File: config.mk
export PLATFORM = sky130hd
export DESIGN_NAME = y86_regfile_wb
export DESIGN_NICKNAME = d
export VERILOG_FILES = /design/src/rtl/y86_pkg.sv /design/src/rtl/wb_dst_decode.sv /design/src/rtl/y86_regfile_wb.sv
export SDC_FILE = /design/constraint.sdc
export NUM_CORES = 2
export LEC_CHECK = 0
export CORE_AREA = 10 10 476 478
export CTS_CLUSTER_DIAMETER = 120
export DETAILED_ROUTE_END_ITERATION = 16
export DIE_AREA = 0 0 486 488
export GPL_TIMING_DRIVEN = 1
export PLACE_DENSITY_LB_ADDON = 0.25
export SLEW_MARGIN = 20
export SYNTH_ARGS = -nofsm -noshare
export SYNTH_HDL_FRONTEND = slang
export SYNTH_HIERARCHICAL = 1
export SYNTH_SLANG_ARGS = --single-unit
export TNS_END_PERCENT = 50
File: constraint.sdc
create_clock -name clk -period 3.86 [get_ports clk]
set_input_delay 1.158 -clock clk [delete_from_list [all_inputs] [get_ports clk]]
set_output_delay 1.158 -clock clk [all_outputs]
set_load 0.02 [all_outputs]
File: src/rtl/y86_pkg.sv
// y86_pkg: constants shared by the Y86-64 pipeline stages.
//   Instruction codes (I_HALT..I_POPQ), the "no register" specifier RNONE
//   and the default stack-pointer index.
package y86_pkg;

    localparam logic [3:0] I_HALT   = 4'h0;
    localparam logic [3:0] I_NOP    = 4'h1;
    localparam logic [3:0] I_RRMOVQ = 4'h2;
    localparam logic [3:0] I_IRMOVQ = 4'h3;
    localparam logic [3:0] I_RMMOVQ = 4'h4;
    localparam logic [3:0] I_MRMOVQ = 4'h5;
    localparam logic [3:0] I_OPQ    = 4'h6;
    localparam logic [3:0] I_JXX    = 4'h7;
    localparam logic [3:0] I_CALL   = 4'h8;
    localparam logic [3:0] I_RET    = 4'h9;
    localparam logic [3:0] I_PUSHQ  = 4'hA;
    localparam logic [3:0] I_POPQ   = 4'hB;

    localparam logic [3:0] RNONE = 4'hF;

    localparam int RSP_IDX_DEFAULT = 4;

endpackage

File: src/rtl/wb_dst_decode.sv
// wb_dst_decode: derives the write-back destinations of a retiring instruction.
//   Ports:
//     icode  in  4      instruction code
//     cnd    in  1      condition result (gates cmovXX)
//     rA, rB in  IDX_W  register specifiers
//     dst_e  out IDX_W  destination for valE (all-ones = none)
//     dst_m  out IDX_W  destination for valM (all-ones = none)
//   Purely combinational; also used by the pipeline hazard unit.
module wb_dst_decode
    import y86_pkg::*;
#(
    parameter int IDX_W   = 4,
    parameter int RSP_IDX = RSP_IDX_DEFAULT
) (
    input  logic [3:0]       icode,
    input  logic             cnd,
    input  logic [IDX_W-1:0] rA,
    input  logic [IDX_W-1:0] rB,
    output logic [IDX_W-1:0] dst_e,
    output logic [IDX_W-1:0] dst_m
);

    localparam logic [IDX_W-1:0] RNONE_IDX = '1;
    localparam logic [IDX_W-1:0] RSP_SEL   = IDX_W'(RSP_IDX);

    always_comb begin
        dst_e = RNONE_IDX;
        dst_m = RNONE_IDX;

        case (icode)
            I_IRMOVQ, I_OPQ: dst_e = rB;
            // cmovXX with a false condition retires like a nop
            I_RRMOVQ: if (cnd) dst_e = rB;
            I_CALL, I_RET, I_PUSHQ, I_POPQ: dst_e = RSP_SEL;
            default: dst_e = RNONE_IDX;
        endcase

        case (icode)
            I_MRMOVQ, I_POPQ: dst_m = rA;
            default: dst_m = RNONE_IDX;
        endcase
    end

endmodule

File: src/rtl/y86_regfile_wb.sv
// y86_regfile_wb: Y86-64 register file with integrated write-back decode.
//   Ports:
//     clk, rst_n          clock, synchronous active-low reset
//     wb_valid            retiring instruction present
//     icode, cnd, rA, rB  retiring instruction fields
//     valE, valM          ALU result / memory read data
//     srcA, srcB          decode read addresses
//     valA_rd, valB_rd    combinational read data (0 for RNONE / out of range)
//     regs_flat           committed registers, reg i at [i*DATA_W +: DATA_W]
//     wr_err              sticky flag: write to an index >= NREG other than RNONE
//   Optional feature macro: RF_BYPASS_EN -- same-cycle write-to-read bypass on
//   valA_rd/valB_rd (valM has priority over valE). regs_flat is never bypassed.
module y86_regfile_wb
    import y86_pkg::*;
#(
    parameter int               DATA_W   = 64,
    parameter int               NREG     = 15,
    parameter int               IDX_W    = 4,
    parameter int               RSP_IDX  = RSP_IDX_DEFAULT,
    parameter logic [DATA_W-1:0] RSP_INIT = '0
) (
    input  logic                   clk,
    input  logic                   rst_n,
    input  logic                   wb_valid,
    input  logic [3:0]             icode,
    input  logic                   cnd,
    input  logic [IDX_W-1:0]       rA,
    input  logic [IDX_W-1:0]       rB,
    input  logic [DATA_W-1:0]      valE,
    input  logic [DATA_W-1:0]      valM,
    input  logic [IDX_W-1:0]       srcA,
    input  logic [IDX_W-1:0]       srcB,
    output logic [DATA_W-1:0]      valA_rd,
    output logic [DATA_W-1:0]      valB_rd,
    output logic [NREG*DATA_W-1:0] regs_flat,
    output logic                   wr_err
);

    localparam logic [IDX_W-1:0] RNONE_IDX = '1;

    logic [DATA_W-1:0] regs_q [NREG];
    logic [DATA_W-1:0] regs_d [NREG];
    logic              wr_err_q;
    logic              wr_err_d;

    logic [IDX_W-1:0] dst_e;
    logic [IDX_W-1:0] dst_m;
    logic             e_ok;
    logic             m_ok;
    logic             e_bad;
    logic             m_bad;

    wb_dst_decode #(
        .IDX_W   (IDX_W),
        .RSP_IDX (RSP_IDX)
    ) u_dst_decode (
        .icode (icode),
        .cnd   (cnd),
        .rA    (rA),
        .rB    (rB),
        .dst_e (dst_e),
        .dst_m (dst_m)
    );

    function automatic logic in_range(input logic [IDX_W-1:0] idx);
        return (idx != RNONE_IDX) && (32'(idx) < NREG);
    endfunction

    always_comb begin
        e_ok  = wb_valid && in_range(dst_e);
        m_ok  = wb_valid && in_range(dst_m);
        e_bad = wb_valid && (dst_e != RNONE_IDX) && !in_range(dst_e);
        m_bad = wb_valid && (dst_m != RNONE_IDX) && !in_range(dst_m);

        regs_d = regs_q;
        for (int i = 0; i < NREG; i++) begin
            if (e_ok && (32'(dst_e) == i)) regs_d[i] = valE;
            // Applied after port E so popq %rsp keeps valM
            if (m_ok && (32'(dst_m) == i)) regs_d[i] = valM;
        end

        wr_err_d = wr_err_q | e_bad | m_bad;
    end

    always_ff @(posedge clk) begin
        if (!rst_n) begin
            for (int i = 0; i < NREG; i++) begin
                regs_q[i] <= (i == RSP_IDX) ? RSP_INIT : '0;
            end
            wr_err_q <= 1'b0;
        end else begin
            regs_q   <= regs_d;
            wr_err_q <= wr_err_d;
        end
    end

    always_comb begin
        valA_rd = '0;
        valB_rd = '0;
        for (int i = 0; i < NREG; i++) begin
            if ((srcA != RNONE_IDX) && (32'(srcA) == i)) valA_rd = regs_q[i];
            if ((srcB != RNONE_IDX) && (32'(srcB) == i)) valB_rd = regs_q[i];
        end
`ifdef RF_BYPASS_EN
        // e_ok/m_ok already include wb_valid and the range check
        if (m_ok && (srcA == dst_m))      valA_rd = valM;
        else if (e_ok && (srcA == dst_e)) valA_rd = valE;
        if (m_ok && (srcB == dst_m))      valB_rd = valM;
        else if (e_ok && (srcB == dst_e)) valB_rd = valE;
`endif
    end

    for (genvar g = 0; g < NREG; g++) begin : g_flat
        assign regs_flat[g*DATA_W +: DATA_W] = regs_q[g];
    end

    assign wr_err = wr_err_q;

endmodule

==> results.md <==
- Die height: 488 um
- Pwr Density: 295 nW/um2
- Min-delay src: wr_err$_SDFF_PN0_
- Mapped Area: 63400 um2
- Die area: 237000 um2
- R2R depth: 4
- I/O Buffers: 1240
- WS Path Type: primary input to output pin
- Fmax: 231 MHz
- Vias: 85700
- Final setup margin: -0.461 ns
- Worst Hold Class: flop to flop
- Final-report max-slew violation count: 0
- Area leader, netlist: dfxtp_1
- Placed Area: 90300 um2
- CTS tree: built
- Setup Skew: 0 ns
- Min Tclk post-route: 4.32 ns
- Root buffer cell: clkbuf_16
- Routed wire length per instance: 45.0 um
- Cell count after synthesis: 7667
- CTS H-tree depth: 3
- Total CTS buffers: 117
- Worst path required time: 2.70 ns
- Antenna violations before repair: 43
- Element type at the critical path end: output pin
- Final hold viol count: 0
- Top cells by area, synth: dfxtp_1 (30%), o211a_1 (15%), mux2i_1 (12%), nand2_1 (6.8%), o21ai_0 (4.9%)
- Detailed Route WL: 573000 um
- Number of flops mapped to enable cells by yosys: 0
- Share of the yosys chip area belonging to registers: 0.304
- Total gr overflow: 0
- Post-DP HPWL: 433000 um
- Outcome: complete, but fails checks
- Power after layout: 30.1 mW
- Hold buffer count at CTS: 0
- FF+latch count, synth: 961
- TritonRoute pass-1 iters: 8
- Syn Area/Cell: 8.27 um2
- Post-synth top area share: 0.304
- Asr flop ratio synth: 0
- Initial Util: 0.293
- GRT Resource Usage Total: 0.451
- P&R area growth vs syn: 61.4%
- Bufs on Longest Clock Path: 3
- RSZ-0062 raised after global routing: yes
- First-pass GRT wire length: 744000 um
- Num rows: 171
- Most frequent cells in the layout: buf_4 (1136), nand2_1 (1118), clkdlybuf4s50_1 (1103)
- # fillers: 20700
- Worst-path maximum fanout: 6
- Drc violations: 0
- Area occupied by multi-input gates: 43200 um2
- DRT iter0 DRCs: 14100
- Die width: 486 um
- Startpoint Class: primary input
- Routed vias/inst: 6.73
- I/O pin total: 1241
- Most common cell after layout, fill and taps aside: buf_4
- Worst EP arrival: 3.16 ns
- Post-route ant nets: 0
- Lkg Pwr: 51.2 nW
- Clk_lat worst skew: 0.82 ns
- Worst r2r src: regs_flat[537]$_SDFFE_PN0P_
- Final period util: 1.12
- Setup Viol. Count Final: 128
- Failing checks: setup timing
- Worst hold stages: 1
- Core Footprint: 217000 um2
- Worst Tran Pin Value: 1.16 ns
- Syn nets: 7819
- Destination of the worst hold path: wr_err$_SDFF_PN0_
- Post-synth top flop: dfxtp_1
- Worst r2r dst: regs_flat[537]$_SDFFE_PN0P_
- Synth warnings: 6
- Vias in the first global route: 78800
- Cell variety after synth: 80
- R2r setup slk: 2.51 ns
- Sequential cell area: 19200 um2
- Largest net degree at the start of global routing: 105
- Layout Nets: 9916
- Slew margin rel.: 0.225
- CTS Sinks: 961
- Max Cap Viol: 0
- GP Congestion: 1.08
- Peak VDD IR: 431 uV
- Clock edge transition at the registers on the reported setup and hold paths: 0.06 ns
- Fin area: 102000 um2
- Share of layout cells above drive strength 1: 0.278
[worst max path at each step]
stage,from,endpoint,slack [ns],cells after the start
after floorplan,srcB[0],valB_rd[52],-0.15,8
after global placement,srcB[0],valB_rd[8],-1.51,12
after detailed placement,srcB[0],valB_rd[8],-1.42,12
after CTS,srcB[0],valB_rd[11],-0.51,11
after global routing,srcB[0],valB_rd[39],-0.46,10
final,srcA[0],valA_rd[8],-0.46,9
[flip-flops by register name, summed over array words and instances (netlist names)]
name,cells
regs_flat,960
wr_err,1
[cells in the mapped netlist, drive strengths merged, types with 13 or more instances]
library cell and number:
nand3 481, o2bb2ai 23, o211ai 47, o221ai 61, and3 17, buf 336
o32ai 22, mux2 108, nor2 260, o21a 27, a22o 41, inv 13
or3 14, clkbuf 644, mux4 63, a221oi 42, nand2b 21, nand3b 14
mux2i 737, a2111oi 27, a211oi 49, o211a 961, a21o 41, nor3 20
a22oi 111, a32oi 13, nand2 1154, o22ai 206, nor3b 28, nor2b 28
a21oi 287, dfxtp 961, o21ai 625, a2bb2oi 17, a31oi 29
[power breakdown]
part / total, mW / internal (mW) / switching [mW]
logic: 7.71 / 3.14 / 4.57
clock network: 11.7 / 6.78 / 4.97
registers: 10.7 / 10.1 / 0.554
total: 30.1 / 20.1 / 10.1
[per-layer routing]
| layer | up-vias | share of wire | GRT usage |
|---|---|---|---|
| li1 | 33000 | - | - |
| met1 | 42500 | 0.37 | 0.544 |
| met2 | 8035 | 0.41 | 0.657 |
| met3 | 2191 | 0.13 | 0.162 |
| met4 | 30 | 0.094 | 0.330 |
| met5 | - | 0.00039 | 0 |
[per-stage QoR]
| stage | setup slack, ns | utilization | hold WS, ns | TNS, ns | instances |
|---|---|---|---|---|---|
| 2_1_floorplan | -0.145 | - | 0.553 | -2.24 | 7667 |
| 3_3_place_gp | -1.51 | 0.417 | 0.448 | -127.03 | 12200 |
| 3_5_place_dp | -1.42 | 0.417 | 0.446 | -160.36 | 12200 |
| 4_1_cts | -0.513 | 0.457 | 0.460 | -41.29 | 12600 |
| 5_1_grt | -0.458 | 0.472 | 0.508 | -41.28 | 12700 |
| 6_report | -0.461 | 0.472 | 0.459 | -40.27 | 12700 |
[kinds of logic after synthesis]
logic type,Yosys count,share of synthesized area
AO/OA/AOI/OAI,2724,0.327
AND/OR/NAND/NOR,2080,0.142
multiplexers,908,0.158
flip-flops,961,0.304
buffers and inverters,994,0.0688
[critical path, stage by stage]
cell and delay (ns):
buf_16 0.15, buf_16 0.17, buf_8 0.14, buf_12 0.14, mux4_2 0.35, mux2i_1 0.08, o221a_2 0.30, a211oi_4 0.41
buf_4 0.23
[layout make-up]
| type | count | share of cell area |
|---|---|---|
| antenna | 19 | 0.000465 |
| timing repair buffer | 2958 | 0.315 |
| sequential | 961 | 0.188 |
| tap | 2854 | 0.0349 |
| clock inverter | 34 | 0.00404 |
| inverter | 14 | 0.000954 |
| clock buffer | 180 | 0.0348 |
| multi-input combinational | 5712 | 0.422 |
[repair_timing]
item	in CTS	in global routing
buffers inserted	200	159
setup endpoints to repair	128	128
endpoints found under the hold margin	0	0
gates cloned	21	6
gates resized for setup	904	569
pin swaps	181	219
No activity file was read; power rests on OpenSTA's default activity.
